<file path="src/rtl/main_control_fsm.sv">
// Multi-cycle main control unit for the RISC_16 datapath.
// Steps each instruction through fetch, decode, execute, memory and writeback.
// Drives the datapath enables and the 2-bit ALUOp for the ALU control decoder.
// Also counts retired instructions and flags illegal opcodes and halt.
module main_control_fsm #(
  parameter int CNT_W = 16
) (
  input  logic             clk,
  input  logic             rst,
  input  logic [3:0]       opcode,
  input  logic             mem_ready,
  output logic [1:0]       alu_op,
  output logic             alu_src,
  output logic             pc_write,
  output logic [1:0]       pc_src,
  output logic             branch_eq,
  output logic             branch_ne,
  output logic             ir_write,
  output logic             mem_read,
  output logic             mem_write,
  output logic             i_or_d,
  output logic             reg_write,
  output logic             reg_dst,
  output logic             mem_to_reg,
  output logic             illegal_op,
  output logic             halted,
  output logic [CNT_W-1:0] retired,
  output logic [3:0]       state_dbg
);

  typedef enum logic [3:0] {
    S_IDLE   = 4'd0,
    S_FETCH  = 4'd1,
    S_DECODE = 4'd2,
    S_EXEC_R = 4'd3,
    S_WB_R   = 4'd4,
    S_ADDR   = 4'd5,
    S_MEM_RD = 4'd6,
    S_WB_LD  = 4'd7,
    S_MEM_WR = 4'd8,
    S_BRANCH = 4'd9,
    S_JUMP   = 4'd10,
    S_HALT   = 4'd11
  } state_e;

  localparam logic [3:0] OP_LD   = 4'h0;
  localparam logic [3:0] OP_ST   = 4'h1;
  localparam logic [3:0] OP_BEQ  = 4'hB;
  localparam logic [3:0] OP_BNE  = 4'hC;
  localparam logic [3:0] OP_JMP  = 4'hD;
  localparam logic [3:0] OP_HALT = 4'hF;

  localparam logic [1:0] ALU_RTYPE = 2'b00;
  localparam logic [1:0] ALU_SUB   = 2'b01;
  localparam logic [1:0] ALU_ADD   = 2'b10;

  localparam logic [1:0] PC_PLUS2  = 2'b00;
  localparam logic [1:0] PC_BRANCH = 2'b01;
  localparam logic [1:0] PC_JUMP   = 2'b10;

  state_e           state_q, state_d;
  logic [3:0]       op_q, op_d;
  logic [CNT_W-1:0] retired_q, retired_d;
  logic             retire;

  // State, latched opcode and retire counter; reset aborts any instruction in flight
  always_ff @(posedge clk) begin
    if (rst) begin
      state_q   <= S_IDLE;
      op_q      <= '0;
      retired_q <= '0;
    end else begin
      state_q   <= state_d;
      op_q      <= op_d;
      retired_q <= retired_d;
    end
  end

  // Next-state and Moore outputs; only FETCH's pc_write/ir_write depend on mem_ready
  always_comb begin
    state_d    = state_q;
    op_d       = op_q;
    retire     = 1'b0;
    alu_op     = ALU_RTYPE;
    alu_src    = 1'b0;
    pc_write   = 1'b0;
    pc_src     = PC_PLUS2;
    branch_eq  = 1'b0;
    branch_ne  = 1'b0;
    ir_write   = 1'b0;
    mem_read   = 1'b0;
    mem_write  = 1'b0;
    i_or_d     = 1'b0;
    reg_write  = 1'b0;
    reg_dst    = 1'b0;
    mem_to_reg = 1'b0;
    illegal_op = 1'b0;
    halted     = 1'b0;

    case (state_q)
      S_IDLE: begin
        state_d = S_FETCH;
      end

      S_FETCH: begin
        mem_read = 1'b1;
        alu_op   = ALU_ADD;
        if (mem_ready) begin
          pc_write = 1'b1;
          ir_write = 1'b1;
          state_d  = S_DECODE;
        end
      end

      S_DECODE: begin
        alu_op = ALU_ADD;
        op_d   = opcode;
        case (opcode)
          OP_LD, OP_ST:                         state_d = S_ADDR;
          4'h2, 4'h3, 4'h4, 4'h5,
          4'h6, 4'h7, 4'h8, 4'h9:               state_d = S_EXEC_R;
          OP_BEQ, OP_BNE:                       state_d = S_BRANCH;
          OP_JMP:                               state_d = S_JUMP;
          OP_HALT: begin
            state_d = S_HALT;
            retire  = 1'b1;
          end
          default: begin
            illegal_op = 1'b1;
            state_d    = S_FETCH;
          end
        endcase
      end

      S_EXEC_R: begin
        alu_op  = ALU_RTYPE;
        state_d = S_WB_R;
      end

      S_WB_R: begin
        reg_write = 1'b1;
        reg_dst   = 1'b1;
        retire    = 1'b1;
        state_d   = S_FETCH;
      end

      S_ADDR: begin
        alu_op  = ALU_ADD;
        alu_src = 1'b1;
        state_d = (op_q == OP_LD) ? S_MEM_RD : S_MEM_WR;
      end

      S_MEM_RD: begin
        mem_read = 1'b1;
        i_or_d   = 1'b1;
        if (mem_ready) begin
          state_d = S_WB_LD;
        end
      end

      S_WB_LD: begin
        reg_write  = 1'b1;
        mem_to_reg = 1'b1;
        retire     = 1'b1;
        state_d    = S_FETCH;
      end

      S_MEM_WR: begin
        mem_write = 1'b1;
        i_or_d    = 1'b1;
        if (mem_ready) begin
          retire  = 1'b1;
          state_d = S_FETCH;
        end
      end

      S_BRANCH: begin
        alu_op    = ALU_SUB;
        pc_src    = PC_BRANCH;
        branch_eq = (op_q == OP_BEQ);
        branch_ne = (op_q == OP_BNE);
        retire    = 1'b1;
        state_d   = S_FETCH;
      end

      S_JUMP: begin
        pc_write = 1'b1;
        pc_src   = PC_JUMP;
        retire   = 1'b1;
        state_d  = S_FETCH;
      end

      S_HALT: begin
        halted = 1'b1;
      end

      default: begin
        state_d = S_IDLE;
      end
    endcase
  end

  // Retire counter increments as a terminal state is left and wraps naturally
  always_comb begin
    retired_d = retire ? (retired_q + CNT_W'(1)) : retired_q;
  end

  assign retired   = retired_q;
  assign state_dbg = state_q;

endmodule

</file>
<file path="config.mk">
export PLATFORM = sky130hd
export DESIGN_NAME = main_control_fsm
export DESIGN_NICKNAME = d
export VERILOG_FILES = /design/src/rtl/main_control_fsm.sv
export SDC_FILE = /design/constraint.sdc
export NUM_CORES = 1
export LEC_CHECK = 0
export ABC_AREA = 1
export ABC_CLOCK_PERIOD_IN_PS = 1200
export CORE_UTILIZATION = 44
export DETAILED_ROUTE_END_ITERATION = 7
export GPL_TIMING_DRIVEN = 0
export HOLD_SLACK_MARGIN = 0.1
export PLACE_DENSITY_LB_ADDON = 0.1
export SYNTH_ARGS = -nofsm -noshare
export SYNTH_HDL_FRONTEND = slang
export SYNTH_SLANG_ARGS = --single-unit
</file>
<file path="constraint.sdc">
create_clock -name clk -period 1.2 [get_ports clk]
set_input_delay 0.24 -clock clk [delete_from_list [all_inputs] [get_ports clk]]
set_output_delay 0.24 -clock clk [all_outputs]
set_load 0.01 [all_outputs]
</file>
==> metrics.cfg, run 1 <==
[outcome]
outcome = finished, violations left
violations = setup timing

[critical_path]
critPathKind = reg -> out
cp.required_ns = 0.96
cp-end-kind = output pin
start_kind = register
critPathArrivalTime_ns = 1.36
worst-path-max-fanout = 5

[synthesis]
synth-seq-cells = 24
synth-seq-area-share_pct = 29.4
netlist_area_um2 = 1640
yosysUniqueCellTypes = 28
syn-mean-instance-area_um2 = 6.31
ys_warn_count = 0
synthCells = 259
synth_nets = 267

[finish]
fillCellCount = 257
final_area_um2 = 2660
diodes = 0
multiInputGateArea_um2 = 1190
area_delta_synth_final_pct = 62.6
fin_nets = 341
final_layout_size_suffix_gt1_share_pct = 41.0
seqCellArea_um2 = 536

[routing]
ant_nets = 0
firstDrtPassIters = 4
wl_per_cell_um = 14.1
vias = 2015
drt-total-wl_um = 5340
vias_per_cell = 5.33
drc = 0
first_iter_violations = 212

[placement]
place_congestion = 0.829
dp_hpwl_um = 3130
dpl-instance-area_um2 = 2220
portBuffers = 43
dp_slack_ns = -0.736

[clock_tree]
cts_tree = done
cts_num_sinks = 24
cts_buffers = 3
postCtsHoldBufs = 0
htreeDepth = 1
cts_buffer_depth = 2
clk_latency_ns = 0.27
cts_root_buf = clkbuf_8
clk_pin_slew_ns = 0.08

[timing]
fin_crit_sh_pct = 133
max_slew_margin_pct = 67.7
rsz0062_at_grt = yes
skew_ns = 0.00470
timing.final.ws_setup_ns = -0.396
setup-tns-final_ns = -10.78
post-route-min-period_ns = 1.60
slew_violations = 0
fmax_ghz = 0.626
worst_pin_slew_ns = 0.484
finalHoldViolCount = 0
setup_viol = 38

[pwr]
power_density_nw_per_um2 = 1280
peakVddDrop_mv = 1.01
p_leak_nw = 1.19

[global_routing]
grt_max_degree = 14
grt_usage_pct = 26.5
grt_pass1_wl_um = 8390
antenna_found_initial = 0
grt_pass1_vias = 1824
grt-ovfl-total = 0

[floorplan]
die_h_um = 63.0
fp.dieW_um = 63.0
core.rowCount = 21
ios = 44
coreArea_um2 = 3440
start_util_pct = 47.5
die_area_um2 = 3960

[flow_run]
max-cap-violations = 0

[min_path]
min_path_type = in -> reg

==> what timing repair did <==
| item | 4_1_cts | 5_1_grt |
|---|---|---|
| pin swaps | 19 | 10 |
| setup buffers | 20 | 5 |
| resized for setup | 155 | 44 |
| endpoints found under the setup margin | 58 | 58 |
| cloned | 1 | 0 |
==> sequential cells by signal (all words and copies together), names as in the netlist <==
signal,cells
op_q,4
state_dbg,4
retired,16
==> final timing paths <==
kind | from | end | slack, ns | cells after the start
setup / recovery | state_dbg[0] | alu_op[1] | -0.40 | 6
hold / removal | opcode[0] | op_q[0] | 0.48 | 3
setup reg to reg | state_dbg[1] | retired[12] | -0.36 | 9
hold reg to reg | retired[15] | retired[15] | 0.52 | 2
==> worst max-delay path: stages, from the launching register on <==
cell     delay, ns
dfxtp_4       0.39
inv_4         0.05
nor2_4        0.16
buf_6         0.14
inv_1         0.06
o21ai_2       0.12
buf_2         0.16
==> power breakdown <==
part | internal (mW) | switching, mW
Clock | 0.293 | 0.255
Combinational | 0.819 | 1.01
Sequential | 0.893 | 0.144
Total | 2.01 | 1.41
==> cell usage after synthesis (all sizes together) <==
| cell | n | area (um^2) |
|---|---|---|
| a211oi | 2 | 15.0 |
| a21oi | 21 | 109 |
| a22oi | 1 | 7.51 |
| buf | 5 | 37.5 |
| clkbuf | 2 | 7.51 |
| clkinv | 1 | 3.75 |
| dfxtp | 24 | 480 |
| ha | 1 | 12.5 |
| inv | 31 | 116 |
| nand2 | 74 | 300 |
| nand3 | 19 | 113 |
| nand4 | 23 | 144 |
| nor2 | 38 | 174 |
| nor3 | 1 | 5.00 |
| nor4 | 1 | 6.26 |
| o211ai | 1 | 7.51 |
| o21ai | 7 | 35.0 |
| xnor2 | 4 | 35.0 |
| xor2 | 3 | 26.3 |
==> layout by cell type, fill, tap and decap left out, drive strengths merged <==
master / instances
o21ai: 7
clkdlybuf4s50: 4
a211oi: 2
ha: 1
dlygate4sd2: 12
dfxtp: 24
clkinv: 1
buf: 49
xor2: 3
nor4: 1
clkbuf: 8
nor3: 1
inv: 31
a21oi: 21
xnor2: 4
nor2: 38
o211ai: 1
nand4: 23
nand3: 19
clkdlybuf4s15: 7
nand2: 74
a22oi: 1
==> cell families (layout without fill, tap and decap cells) <==
| kind of cell | after synthesis | in the layout | share of synthesized area, % |
|---|---|---|---|
| AO/OA/AOI/OAI | 32 | 32 | 10.6 |
| XOR/XNOR | 7 | 7 | 3.75 |
| adder cells (fa/ha/maj) | 1 | 1 | 0.765 |
| buffers and inverters | 39 | 112 | 10.1 |
| flip-flops | 24 | 24 | 29.4 |
| AND/OR/NAND/NOR | 156 | 156 | 45.4 |
==> layout make-up <==
class / instances / share of cell area (%)
multi-input cells: 196 / 44.9
repair buffers: 69 / 23.1
flip-flops and latches: 24 / 20.1
inverters: 32 / 5.04
plain buffers: 7 / 2.59
well taps: 46 / 2.16
clock buffers: 4 / 2.07
==> through the flow <==
| stage | util, % | total power, mW | instances | hold slack, ns |
|---|---|---|---|---|
| floorplan | - | 1.75 | 259 | 0.318 |
| finish | 77.2 | 3.41 | 378 | 0.483 |
| global route | 77.2 | 3.60 | 378 | 0.480 |
| CTS | 72.9 | 3.13 | 373 | 0.478 |
| global placement | 64.4 | 2.17 | 348 | 0.499 |
| detailed placement | 64.4 | 2.18 | 348 | 0.511 |
==> metal layers <==
| metal | part of all wire, % | up-vias | global-route usage [%] | wire (um) |
|---|---|---|---|---|
| met5 | 0 | - | 0 | 0 |
| met4 | 2.2 | 0 | 7.27 | 115 |
| met3 | 5.2 | 13 | 6.20 | 276 |
| met2 | 49 | 59 | 42.7 | 2610 |
| met1 | 44 | 941 | 34.9 | 2340 |
| li1 | - | 1002 | - | - |
Note: power is estimated with default switching activity, not from simulation.
==> run 2: changes to the inputs <==
Settings changed: ABC_CLOCK_PERIOD_IN_PS 1200 to 1890, CORE_UTILIZATION 44 to 65, DONT_BUFFER_PORTS set to 1.
Clock period 1.2 ns to 1.89 ns, I/O delays scaled along.
==> metrics.cfg, run 2 (synthesis gave the netlist of run 1 again) <==
[floorplan]
coreArea_um2 = 2300  ; -33%
die_area_um2 = 2720  ; -31%
fp.dieW_um = 52.2  ; -17%
ios = 44  ; unchanged
core.rowCount = 17  ; -19%
start_util_pct = 71.2  ; +24 points
die_h_um = 52.2  ; -17%

[critical_path]
cp.required_ns = 1.51  ; +0.55 ns
cp-end-kind = output pin
worst-path-max-fanout = 8  ; +3
critPathArrivalTime_ns = 1.36  ; about the same
r2r_start = retired[0]
cpPeakStageDelay_ns = 0.45  ; +0.06 ns
critPathKind = reg -> out
r2r_cells = 8  ; -1
start_kind = register
slowest_stage = dfxtp_2
r2r-end = retired[14]
rrSetupSlack_ns = 0.17  ; +0.53 ns
worstPathCellList = nand2_1 > nor2_2 > inv_1 > nor4_4

[pwr]
power_density_nw_per_um2 = 828  ; -35%
peakVddDrop_mv = 0.831  ; -17%
finalPower_mw = 1.45  ; -57%
p_leak_nw = 0.717  ; -40%

[clock_tree]
cts_root_buf = clkbuf_4
post_cts_buffers = 0  ; -100%
htreeDepth = 1  ; unchanged
cts_tree = done
cts_num_sinks = 24  ; unchanged
cts_buffer_depth = 2  ; unchanged
clk_pin_slew_ns = 0.12  ; +0.04 ns
cts_buffers = 3  ; unchanged
clk_latency_ns = 0.33  ; +0.06 ns

[finish]
fin_nets = 273  ; -20%
diodes = 0  ; unchanged
area_delta_synth_final_pct = 7.19
finalCoreUtilization_pct = 76.3  ; -0.94 points
largest_reg_flops = 16  ; unchanged
final_layout_size_suffix_gt1_share_pct = 12.5  ; -28 points
final_cell_mix = nand2_1, nor2_1, inv_1, nand4_1
multiInputGateArea_um2 = 1020  ; -15%
final_common_cell = nand2_1
seqCellArea_um2 = 485  ; -9.3%
fillCellCount = 190  ; -26%

[global_routing]
grt_max_degree = 14  ; unchanged
antenna_found_initial = 0  ; unchanged
grt_usage_pct = 31.0  ; +4.5 points
grt-ovfl-total = 0  ; unchanged
grt_pass1_wl_um = 6330  ; -25%
grt_pass1_vias = 1430  ; -22%

[placement]
dp_hpwl_um = 2830  ; -9.5%
place_congestion = 0.896  ; +8.1%
portBuffers = 0  ; -100%

[routing]
vias_per_cell = 5.76  ; +8.1%
first_iter_violations = 64  ; -70%
ant_nets = 0  ; unchanged
wl_per_cell_um = 12.9  ; -9.0%
firstDrtPassIters = 4  ; unchanged
drc = 0  ; unchanged
drt-total-wl_um = 3750  ; -30%
vias = 1683  ; -16%

[timing]
post-route-min-period_ns = 1.73
max_slew_margin_pct = 69.3  ; +1.6 points
fin_crit_sh_pct = 91.7
setup_viol = 0  ; -100%
setup-tns-final_ns = 0  ; +10.78 ns
rsz0062_at_grt = no
slew_violations = 0  ; unchanged
skew_ns = 0.0244  ; +0.0197 ns
fmax_ghz = 0.577
finalHoldViolCount = 0  ; unchanged
worst_pin_slew_ns = 0.460  ; -0.0243 ns

[flow_run]
max-cap-violations = 0  ; unchanged

[min_path]
hold_path_depth = 2  ; -1
min_to = op_q[0]
min_path_type = in -> reg
min_from = opcode[0]

[outcome]
outcome = complete, no violations

==> run 2: changes by cell type in the layout (fill, tap and decap cells not counted), moves of 5 or more <==
cell,change
inv_4,-5
nand2_2,-7
buf_6,-23
clkdlybuf4s15_1,-6
buf_2,-6
inv_1,+9
dfxtp_4,-12
nand2_1,+14
dfxtp_1,+16
nor2_4,-5
dlygate4sd2_1,-12
buf_4,-14
nand2_4,-5
nor2_1,+6
==> run 2: per-layer routing <==
metal | share of wire (%) | GRT usage, % | vias up
met2 | 42 | 45.5 | 76
met1 | 47 | 44.1 | 743
met5 | 0 | 0 | -
li1 | - | - | 860
met4 | 0.83 | 10.1 | 0
met3 | 10 | 7.60 | 4
==> run 2: worst max-delay path: cells and delay by family (launching register included) <==
family / cells / cell delay (ns)
buf+inv: 1 / 0.13
flops: 1 / 0.45
simple gates: 3 / 0.47
==> run 2: how the worst max path moves through the flow <==
stage | slack (ns) | from | cells after the start | end
2_1_floorplan | 0.36 | state_dbg[1] | 4 | illegal_op
3_3_place_gp | 0.17 | state_dbg[1] | 4 | illegal_op
3_5_place_dp | 0.18 | state_dbg[1] | 4 | illegal_op
4_1_cts | 0.02 | state_dbg[2] | 5 | illegal_op
5_1_grt | 0.01 | state_dbg[2] | 5 | illegal_op
6_report | 0.16 | state_dbg[1] | 4 | illegal_op
==> run 2: where the power goes <==
part           internal, mW  switching (mW)  total [mW]
combinational         0.167           0.346       0.513
clock                 0.118           0.161       0.278
sequential            0.569          0.0920       0.661
==> run 2: cell type report <==
class,instances,area share (%)
sequential,24,27.7
buffer,7,2.57
tap,28,2.00
inverter,32,6.85
timing repair buffer,1,0.571
clock buffer,4,2.07
multi-input combinational,196,58.2
==> run 2: timing repair <==
item                                    in CTS  in global routing
hold buffers                                 0                  1
endpoints found under the setup margin       3                  6
resized for setup                            7                  5
hold endpoints to repair                     0                  1
==> run 2: through the flow <==
step                instances  cell area, um^2  hold slack, ns  worst slack [ns]
floorplan                 259             1640           0.456             0.358
global placement          287             1670           0.460             0.167
detailed placement        287             1670           0.459             0.178
CTS                       291             1730           0.119            0.0153
global route              292             1750           0.181            0.0130
finish                    292             1750           0.206             0.156
